File: config.mk
export PLATFORM = sky130hd
export DESIGN_NAME = muldiv_unit_flat
export DESIGN_NICKNAME = d
export VERILOG_FILES = /design/src/rtl/muldiv_pkg.sv /design/src/rtl/muldiv_if.sv /design/src/rtl/muldiv_sign_fix.sv /design/src/rtl/muldiv_unit.sv /design/src/flat_wrapper.sv
export SDC_FILE = /design/constraint.sdc
export NUM_CORES = 1
export LEC_CHECK = 0
export ABC_AREA = 1
export BUFFER_PORTS_ARGS = -buffer_cell sky130_fd_sc_hd__clkbuf_2
export CAP_MARGIN = 20
export CORE_ASPECT_RATIO = 1.1
export CORE_MARGIN = 2
export CORE_UTILIZATION = 45
export CTS_CLUSTER_SIZE = 40
export DETAILED_ROUTE_END_ITERATION = 12
export SLEW_MARGIN = 20
export SYNTH_ARGS = -nofsm -noshare
export SYNTH_HDL_FRONTEND = slang
export SYNTH_SLANG_ARGS = --single-unit
File: constraint.sdc
create_clock -name clk -period 7.9 [get_ports clk]
set_input_delay 1.58 -clock clk [delete_from_list [all_inputs] [get_ports clk]]
set_output_delay 1.58 -clock clk [all_outputs]
set_load 0.005 [all_outputs]
File: src/rtl/muldiv_pkg.sv
// Shared types and decode helpers for the iterative multiply/divide unit.
package muldiv_pkg;

  localparam int unsigned SEL_W = 5;

  typedef enum logic [SEL_W-1:0] {
    OP_MUL    = 5'h1E,
    OP_MULH   = 5'h1F,
    OP_MULHU  = 5'h18,
    OP_MULHSU = 5'h19,
    OP_DIV    = 5'h12,
    OP_DIVU   = 5'h13,
    OP_REM    = 5'h14,
    OP_REMU   = 5'h15
  } muldiv_op_e;

  typedef enum logic [2:0] {
    ST_IDLE,
    ST_PREP,
    ST_CALC,
    ST_FIX,
    ST_DONE
  } muldiv_state_e;

  function automatic logic is_legal(input logic [SEL_W-1:0] sel);
    return sel inside {5'h1E, 5'h1F, 5'h18, 5'h19, 5'h12, 5'h13, 5'h14, 5'h15};
  endfunction

  function automatic logic is_mul(input muldiv_op_e op);
    return op inside {OP_MUL, OP_MULH, OP_MULHU, OP_MULHSU};
  endfunction

  function automatic logic is_high(input muldiv_op_e op);
    return op inside {OP_MULH, OP_MULHU, OP_MULHSU};
  endfunction

  function automatic logic is_rem(input muldiv_op_e op);
    return op inside {OP_REM, OP_REMU};
  endfunction

  function automatic logic is_signed_a(input muldiv_op_e op);
    return op inside {OP_MULH, OP_MULHSU, OP_DIV, OP_REM};
  endfunction

  function automatic logic is_signed_b(input muldiv_op_e op);
    return op inside {OP_MULH, OP_DIV, OP_REM};
  endfunction

endpackage

File: src/rtl/muldiv_if.sv
// Valid/ready request and response bundle between the execute stage and the unit.
interface muldiv_if #(
  parameter int unsigned XLEN = 32
);
  logic            flush;
  logic            in_valid;
  logic            in_ready;
  logic [XLEN-1:0] dataA;
  logic [XLEN-1:0] dataB;
  logic [4:0]      sel;
  logic            out_valid;
  logic            out_ready;
  logic [XLEN-1:0] dataD;
  logic            out_err;

  modport master (
    output flush, in_valid, dataA, dataB, sel, out_ready,
    input  in_ready, out_valid, dataD, out_err
  );

  modport slave (
    input  flush, in_valid, dataA, dataB, sel, out_ready,
    output in_ready, out_valid, dataD, out_err
  );
endinterface

File: src/rtl/muldiv_sign_fix.sv
// Conditional two's-complement negate; used for operand magnitudes and result signs.
module muldiv_sign_fix #(
  parameter int unsigned W = 32
) (
  input  logic [W-1:0] din,
  input  logic         neg,
  output logic [W-1:0] dout_c
);
  assign dout_c = neg ? (~din + W'(1)) : din;
endmodule

File: src/rtl/muldiv_unit.sv
// Radix-2 iterative M-extension multiply/divide with valid/ready on both sides,
// flush, illegal-select error and single-cycle early-out for special divides.
module muldiv_unit
  import muldiv_pkg::*;
#(
  parameter int unsigned XLEN = 32
) (
  input  logic     clk,
  input  logic     rst,
  muldiv_if.slave  bus
);

  localparam int unsigned CNT_W = $clog2(XLEN);
  localparam int unsigned W2    = 2 * XLEN;

  muldiv_state_e   st_q, st_d;
  muldiv_op_e      op_q, op_d;
  logic [XLEN-1:0] a_q, a_d;
  logic [XLEN-1:0] b_q, b_d;
  logic [W2-1:0]   acc_q, acc_d;
  logic [XLEN-1:0] rem_q, rem_d;
  logic [CNT_W-1:0] cnt_q, cnt_d;
  logic            sa_q, sa_d;
  logic            sb_q, sb_d;
  logic            out_valid_q, out_valid_d;
  logic            out_err_q, out_err_d;
  logic [XLEN-1:0] res_q, res_d;

  logic [XLEN-1:0] mag_a_c, mag_b_c;
  logic            neg_a_c, neg_b_c;
  logic [W2-1:0]   fix_in_c, fix_out_c;
  logic            fix_neg_c;

  logic            accept;
  logic            special;
  muldiv_op_e      sel_op;
  logic            b_zero, a_min, b_m1;
  logic [XLEN:0]   mul_sum, div_shift, div_diff;

  assign neg_a_c = is_signed_a(op_q) & a_q[XLEN-1];
  assign neg_b_c = is_signed_b(op_q) & b_q[XLEN-1];

  muldiv_sign_fix #(.W(XLEN)) u_mag_a (.din(a_q), .neg(neg_a_c), .dout_c(mag_a_c));
  muldiv_sign_fix #(.W(XLEN)) u_mag_b (.din(b_q), .neg(neg_b_c), .dout_c(mag_b_c));

  // Result negation runs over the full double-width product so MULH* see the true high half.
  always_comb begin
    fix_in_c  = acc_q;
    fix_neg_c = sa_q ^ sb_q;
    if (is_rem(op_q)) begin
      fix_in_c  = {XLEN'(0), rem_q};
      fix_neg_c = sa_q;
    end else if (!is_mul(op_q)) begin
      fix_in_c  = {XLEN'(0), acc_q[XLEN-1:0]};
    end
  end

  muldiv_sign_fix #(.W(W2)) u_fix (.din(fix_in_c), .neg(fix_neg_c), .dout_c(fix_out_c));

  assign bus.in_ready  = (st_q == ST_IDLE);
  assign bus.out_valid = out_valid_q;
  assign bus.dataD     = res_q;
  assign bus.out_err   = out_err_q;

  always_comb begin
    st_d        = st_q;
    op_d        = op_q;
    a_d         = a_q;
    b_d         = b_q;
    acc_d       = acc_q;
    rem_d       = rem_q;
    cnt_d       = cnt_q;
    sa_d        = sa_q;
    sb_d        = sb_q;
    out_valid_d = out_valid_q;
    out_err_d   = out_err_q;
    res_d       = res_q;
    special     = 1'b0;

    accept  = bus.in_valid & (st_q == ST_IDLE) & ~bus.flush;
    sel_op  = muldiv_op_e'(bus.sel);
    b_zero  = (bus.dataB == '0);
    a_min   = (bus.dataA == {1'b1, {(XLEN-1){1'b0}}});
    b_m1    = &bus.dataB;

    // Shift-add keeps the multiplier in the low half and the growing product in the high half.
    mul_sum   = {1'b0, acc_q[W2-1:XLEN]} + (acc_q[0] ? {1'b0, a_q} : '0);
    // Restoring divide: dividend bits leave the low half MSB-first, quotient bits enter at the LSB.
    div_shift = {rem_q, acc_q[XLEN-1]};
    div_diff  = div_shift - {1'b0, b_q};

    case (st_q)
      ST_IDLE: begin
        if (accept) begin
          a_d  = bus.dataA;
          b_d  = bus.dataB;
          op_d = sel_op;
          if (!is_legal(bus.sel)) begin
            special   = 1'b1;
            res_d     = '0;
            out_err_d = 1'b1;
            op_d      = op_q;
          end else if ((sel_op == OP_DIV || sel_op == OP_DIVU) && b_zero) begin
            special = 1'b1;
            res_d   = '1;
          end else if (is_rem(sel_op) && b_zero) begin
            special = 1'b1;
            res_d   = bus.dataA;
          end else if (sel_op == OP_DIV && a_min && b_m1) begin
            special = 1'b1;
            res_d   = bus.dataA;
          end else if (sel_op == OP_REM && a_min && b_m1) begin
            special = 1'b1;
            res_d   = '0;
          end
          if (special) begin
            st_d        = ST_DONE;
            out_valid_d = 1'b1;
          end else begin
            st_d      = ST_PREP;
            out_err_d = 1'b0;
          end
        end
      end
      ST_PREP: begin
        sa_d  = neg_a_c;
        sb_d  = neg_b_c;
        cnt_d = CNT_W'(XLEN - 1);
        if (is_mul(op_q)) begin
          a_d   = mag_a_c;
          acc_d = {XLEN'(0), mag_b_c};
        end else begin
          b_d   = mag_b_c;
          acc_d = {XLEN'(0), mag_a_c};
          rem_d = '0;
        end
        st_d = ST_CALC;
      end
      ST_CALC: begin
        if (is_mul(op_q)) begin
          acc_d = {mul_sum, acc_q[XLEN-1:1]};
        end else if (!div_diff[XLEN]) begin
          rem_d = div_diff[XLEN-1:0];
          acc_d = {acc_q[W2-1:XLEN], acc_q[XLEN-2:0], 1'b1};
        end else begin
          rem_d = div_shift[XLEN-1:0];
          acc_d = {acc_q[W2-1:XLEN], acc_q[XLEN-2:0], 1'b0};
        end
        if (cnt_q == '0) begin
          st_d = ST_FIX;
        end else begin
          cnt_d = cnt_q - CNT_W'(1);
        end
      end
      ST_FIX: begin
        res_d       = is_high(op_q) ? fix_out_c[W2-1:XLEN] : fix_out_c[XLEN-1:0];
        out_err_d   = 1'b0;
        out_valid_d = 1'b1;
        st_d        = ST_DONE;
      end
      ST_DONE: begin
        if (bus.out_ready) begin
          out_valid_d = 1'b0;
          out_err_d   = 1'b0;
          st_d        = ST_IDLE;
        end
      end
      default: st_d = ST_IDLE;
    endcase

    if (bus.flush) begin
      st_d        = ST_IDLE;
      out_valid_d = 1'b0;
      out_err_d   = 1'b0;
    end
  end

  always_ff @(posedge clk or posedge rst) begin
    if (rst) begin
      st_q        <= ST_IDLE;
      op_q        <= OP_MUL;
      a_q         <= '0;
      b_q         <= '0;
      acc_q       <= '0;
      rem_q       <= '0;
      cnt_q       <= '0;
      sa_q        <= 1'b0;
      sb_q        <= 1'b0;
      out_valid_q <= 1'b0;
      out_err_q   <= 1'b0;
      res_q       <= '0;
    end else begin
      st_q        <= st_d;
      op_q        <= op_d;
      a_q         <= a_d;
      b_q         <= b_d;
      acc_q       <= acc_d;
      rem_q       <= rem_d;
      cnt_q       <= cnt_d;
      sa_q        <= sa_d;
      sb_q        <= sb_d;
      out_valid_q <= out_valid_d;
      out_err_q   <= out_err_d;
      res_q       <= res_d;
    end
  end

endmodule
File: src/flat_wrapper.sv
// flat-port wrapper written by rule: the top's interface ports become plain ports
module muldiv_unit_flat import muldiv_pkg::*;
#(
  parameter int unsigned XLEN = 32
)
  (clk, rst, bus_flush, bus_in_valid, bus_dataA, bus_dataB, bus_sel, bus_out_ready, bus_in_ready, bus_out_valid, bus_dataD, bus_out_err);
  muldiv_if #(.XLEN(XLEN)) bus_i ();
  input  logic clk;
  input  logic rst;
  input wire logic [$bits(bus_i.flush)-1:0] bus_flush;
  input wire logic [$bits(bus_i.in_valid)-1:0] bus_in_valid;
  input wire logic [$bits(bus_i.dataA)-1:0] bus_dataA;
  input wire logic [$bits(bus_i.dataB)-1:0] bus_dataB;
  input wire logic [$bits(bus_i.sel)-1:0] bus_sel;
  input wire logic [$bits(bus_i.out_ready)-1:0] bus_out_ready;
  output wire logic [$bits(bus_i.in_ready)-1:0] bus_in_ready;
  output wire logic [$bits(bus_i.out_valid)-1:0] bus_out_valid;
  output wire logic [$bits(bus_i.dataD)-1:0] bus_dataD;
  output wire logic [$bits(bus_i.out_err)-1:0] bus_out_err;
  assign bus_i.flush = bus_flush;
  assign bus_i.in_valid = bus_in_valid;
  assign bus_i.dataA = bus_dataA;
  assign bus_i.dataB = bus_dataB;
  assign bus_i.sel = bus_sel;
  assign bus_i.out_ready = bus_out_ready;
  assign bus_in_ready = bus_i.in_ready;
  assign bus_out_valid = bus_i.out_valid;
  assign bus_dataD = bus_i.dataD;
  assign bus_out_err = bus_i.out_err;
  muldiv_unit #(.XLEN(XLEN)) u_core (.clk(clk), .rst(rst), .bus(bus_i));
endmodule
==> reports/results.tsv <==
stage	metric	value	unit
status	status	completed	
clock_tree	clk slew on worst S/H paths	60	ps
route	total wire length after detailed routing	86.1	mm
clock_tree	Root Driver	sky130_fd_sc_hd__clkbuf_16	
timing	Final min period	4520	ps
critical_path	RR Endpoint	u_core.rem_q[21]	
power	Pleak	0.0107	µW
route	total via count in the routed design	22197	
hold_path	worst hold path endpoint	u_core.bus.out_valid	
grt	aggregate global routing overflow	0	
logic_synthesis	share of the yosys chip area belonging to registers	26.7	%
finish	growth of design area from synthesis to finish	9.57	%
die	I/O pin count	109	
critical_path	required time worst endpoint	8410	ps
placed_design	weighted congestion at the end of routability-driven global placement	0.992	
critical_path	Critical Path Source Type	flip-flop	
critical_path	R2R setup slack	3380	ps
timing	clk_skew	18.8	ps
timing	final setup margin	3380	ps
flow_run	max capacitance violation total	0	
grt	GR met3 Demand/Resource	3.87	%
clock_tree	number of buffers inserted for hold repair after clock tree synthesis	0	
logic_synthesis	number of flip-flops and latches in the synthesized netlist	209	
grt	overall routing resource usage	37.4	%
logic_synthesis	Avg Inst Size Synth	6.29	µm²
critical_path	cell count of the worst reg-to-reg path	12	
logic_synthesis	fraction of post-synthesis cell area in the top cell type by area	26.2	%
clock_tree	clock tree from TritonCTS	built	
route	detailed-route DRC error count	0	
power	sum of internal, switching and leakage power	6770	µW
timing	share of the cycle needed by the critical path after routing	57.3	%
critical_path	critical path class	reg -> reg	
route	number of detailed-route iterations in the first pass	8	
logic_synthesis	netlist area before placement	0.0196	mm²
power	cell area power density	316	mW/mm²
hold_path	startpoint of the worst hold path	u_core.bus.out_valid	
die	Die W	203	µm
finish	antenna fix cells	0	
die	floorplan row count	80	
clock_tree	cts bufs inserted	27	
timing	actual slew at the worst max-slew pin	1110	ps
route	final routed wire length divided by cell count	23.0	µm
timing	timing-limited maximum frequency	221	MHz
clock_tree	post-CTS setup buffers	0	
clock_tree	source-to-sink clock delay at the later pin of the worst-skew pair	580	ps
die	initial cell density of the core	45.4	%
critical_path	biggest fanout along the worst timing path	20	
hold_path	hold crit path type	reg -> reg	
critical_path	worst setup path startpoint	u_core.acc_q[31]	
logic_synthesis	net count after synthesis	3260	
grt	most used routing layer	met2	
logic_synthesis	top cell type by total area after synthesis	sky130_fd_sc_hd__dfrtp_1	
clock_tree	post-cts repair resize count	0	
logic_synthesis	Distinct cells, synth	56	
critical_path	Reg2Reg Launch Point	u_core.acc_q[31]	
logic_synthesis	Synth Instances	3115	
timing	worst slew margin relative to its limit	25.9	%
finish	fill cell count	4626	
route	Detail Route Antenna Nets	0	
critical_path	critical path capture point type	flip-flop	
route	Avg Vias per Cell	5.94	
grt	M2 GR Usage	62.0	%
placed_design	cell area after placement	0.0204	mm²
placed_design	DP HPWL	68.2	mm
placed_design	Place WS	3150	ps
placed_design	IO buf count	108	
timing	Final Hold Slack	482	ps
logic_synthesis	number of synthesis warnings	0	
finish	Design Area, Final	0.0215	mm²
finish	Total Nets Final	3290	
power	maximum vdd ir drop	207	µV
clock_tree	buffers from clock root to sink, at most	3	
logic_synthesis	share of async-settable or async-resettable flops after synthesis	100	%
grt	pin count of the biggest net entering global routing	120	
hold_path	Hold Path Stages	2	
grt	number of antenna violations at the first check in global routing	1	
grt	via count of the first global-routing pass	21025	
grt	M1 GR Usage	46.2	%
grt	first-pass GRT wire length	128	mm
route	number of DRC markers in iteration 0	2682	
critical_path	Arrival @ worst endpoint	5030	ps
timing	final setup violation count	0	
die	die boundary height	223	µm
clock_tree	number of H-tree branching levels	1	
logic_synthesis	Post-synth EDFFs	0	
timing	hold violation total from the final report	0	
timing	TNS Setup	0	ps
logic_synthesis	top_reg_cell synth	sky130_fd_sc_hd__dfrtp_1	
die	core outline area	0.0431	mm²
finish	fraction of final layout cells sized beyond drive strength 1	8.66	%
clock_tree	clock sink total	209	
timing	RSZ-0062 raised after global routing	no	
die	area of the die	0.0452	mm²
logic_synthesis	top cells by area, synth	sky130_fd_sc_hd__dfrtp_1 26%, sky130_fd_sc_hd__nand2_1 15%, sky130_fd_sc_hd__inv_1 7.1%	
timing	fin. max-slew vios	0	
-- critical path, stage by stage, from the launching register on --
cell                      delay, ps
sky130_fd_sc_hd__dfrtp_1        440
sky130_fd_sc_hd__inv_1          110
sky130_fd_sc_hd__ha_1           250
sky130_fd_sc_hd__fa_1           420
sky130_fd_sc_hd__o21ai_0        640
sky130_fd_sc_hd__a21oi_1        310
sky130_fd_sc_hd__o21ai_1        370
sky130_fd_sc_hd__nand4_1        260
sky130_fd_sc_hd__nand3_1        610
sky130_fd_sc_hd__nand2_1        640
sky130_fd_sc_hd__nand2_1        230
sky130_fd_sc_hd__nand3_1         80
sky130_fd_sc_hd__nand2_1         90
-- how the worst max path moves through the flow --
stage                     slack (ps)              endpoint
after floorplan                  620         u_core.a_q[0]
after global placement          3290  u_core.bus.dataD[20]
after detailed placement        3150  u_core.bus.dataD[18]
after CTS                       3460      u_core.rem_q[21]
after global routing            3170      u_core.rem_q[22]
final                           3380      u_core.rem_q[21]
-- logic make-up (layout without fill, tap and decap cells) --
family                   Yosys count  after routing  synth area share [%]
AND/OR/NAND/NOR                 1565           1565                  34.7
buffers and inverters            511            561                  10.4
flip-flops                       209            209                  26.7
XOR/XNOR                          87             87                  3.99
adder cells (fa/ha/maj)           71             71                  4.61
AO/OA/AOI/OAI                    672            672                  19.6
-- power by group --
| part | internal, µW | switching [µW] |
|---|---|---|
| Clock | 884 | 546 |
| Sequential | 1370 | 394 |
| Combinational | 1020 | 2550 |
-- per-layer routing --
layer  up-vias  share of wire (%)
met5         -              0.015
met4         2                8.0
met3       257                6.6
met2      1045                 46
met1     10482                 39
li1      10411                  -
-- layout make-up --
type                            count  area [µm²]  share of cell area, %
Tap cell                          574         718                   3.35
Clock buffer                       34         732                   3.41
Inverter                          385        1450                   6.77
Timing Repair Buffer              127         703                   3.28
Clock inverter                     15         268                   1.25
Multi-Input combinational cell   2395       12300                   57.5
Sequential cell                   209        5240                   24.4
-- state kept, by name, indices dropped and copies added (netlist names) --
register              flops
u_core.a_q               32
u_core.st_q               3
u_core.bus.dataD         32
u_core.sa_q               1
u_core.bus.out_valid      1
u_core.op_q               5
u_core.sb_q               1
u_core.b_q               32
u_core.bus.out_err        1
u_core.acc_q             64
u_core.rem_q             32
u_core.cnt_q              5
-- synthesized netlist by cell type (all sizes together), types with 2 or more instances --
cell type,count
nand2,791
inv,381
nor2,356
o21ai,286
nand3,252
a21oi,218
dfrtp,205
clkbuf,71
ha,69
xor2,69
nand4,57
buf,55
nor3,45
o211ai,44
a221oi,34
nor4,24
a22oi,21
nand3b,20
o22ai,20
or2,18
xnor2,18
a31oi,12
a21o,9
o21bai,8
o21a,7
clkinv,4
dfstp,4
o32ai,4
o31ai,3
a211oi,2
fa,2
o311ai,2
-- stage by stage --
stage | instances | util [%]
after floorplan | 3115 | -
after global placement | 3689 | 47.4
after detailed placement | 3689 | 47.4
after CTS | 3738 | 49.7
after global routing | 3739 | 49.7
final | 3739 | 49.7
-- placed cells by master (no fill, tap or decap), types with 7 or more instances in the layout --
cell type / synthesis / layout
sky130_fd_sc_hd__clkbuf_2: 1 / 108
sky130_fd_sc_hd__o22ai_1: 20 / 20
sky130_fd_sc_hd__buf_4: 5 / 17
sky130_fd_sc_hd__bufinv_16: 0 / 7
sky130_fd_sc_hd__nor4_1: 23 / 23
sky130_fd_sc_hd__o21ai_0: 255 / 255
sky130_fd_sc_hd__nor3_1: 42 / 40
sky130_fd_sc_hd__o211ai_1: 44 / 44
sky130_fd_sc_hd__dfrtp_1: 205 / 205
sky130_fd_sc_hd__nand4_1: 57 / 57
sky130_fd_sc_hd__nand3b_1: 20 / 20
sky130_fd_sc_hd__nor2_1: 331 / 330
sky130_fd_sc_hd__a22oi_1: 21 / 21
sky130_fd_sc_hd__o21bai_1: 8 / 8
sky130_fd_sc_hd__nand2_1: 767 / 766
sky130_fd_sc_hd__a21oi_1: 217 / 216
sky130_fd_sc_hd__nand2_2: 23 / 24
sky130_fd_sc_hd__or2_2: 14 / 14
sky130_fd_sc_hd__a31oi_1: 12 / 12
sky130_fd_sc_hd__nand3_1: 250 / 250
sky130_fd_sc_hd__clkbuf_16: 0 / 27
sky130_fd_sc_hd__inv_2: 13 / 13
sky130_fd_sc_hd__o21a_1: 7 / 7
sky130_fd_sc_hd__o21ai_2: 7 / 7
sky130_fd_sc_hd__ha_1: 69 / 69
sky130_fd_sc_hd__nor2_4: 8 / 10
sky130_fd_sc_hd__xnor2_1: 18 / 18
sky130_fd_sc_hd__xor2_1: 68 / 68
sky130_fd_sc_hd__o21ai_1: 23 / 23
sky130_fd_sc_hd__a21o_1: 9 / 9
sky130_fd_sc_hd__inv_1: 368 / 367
sky130_fd_sc_hd__a221oi_1: 34 / 34
sky130_fd_sc_hd__nor2_2: 16 / 15
Note: power is estimated with default switching activity, not from simulation.
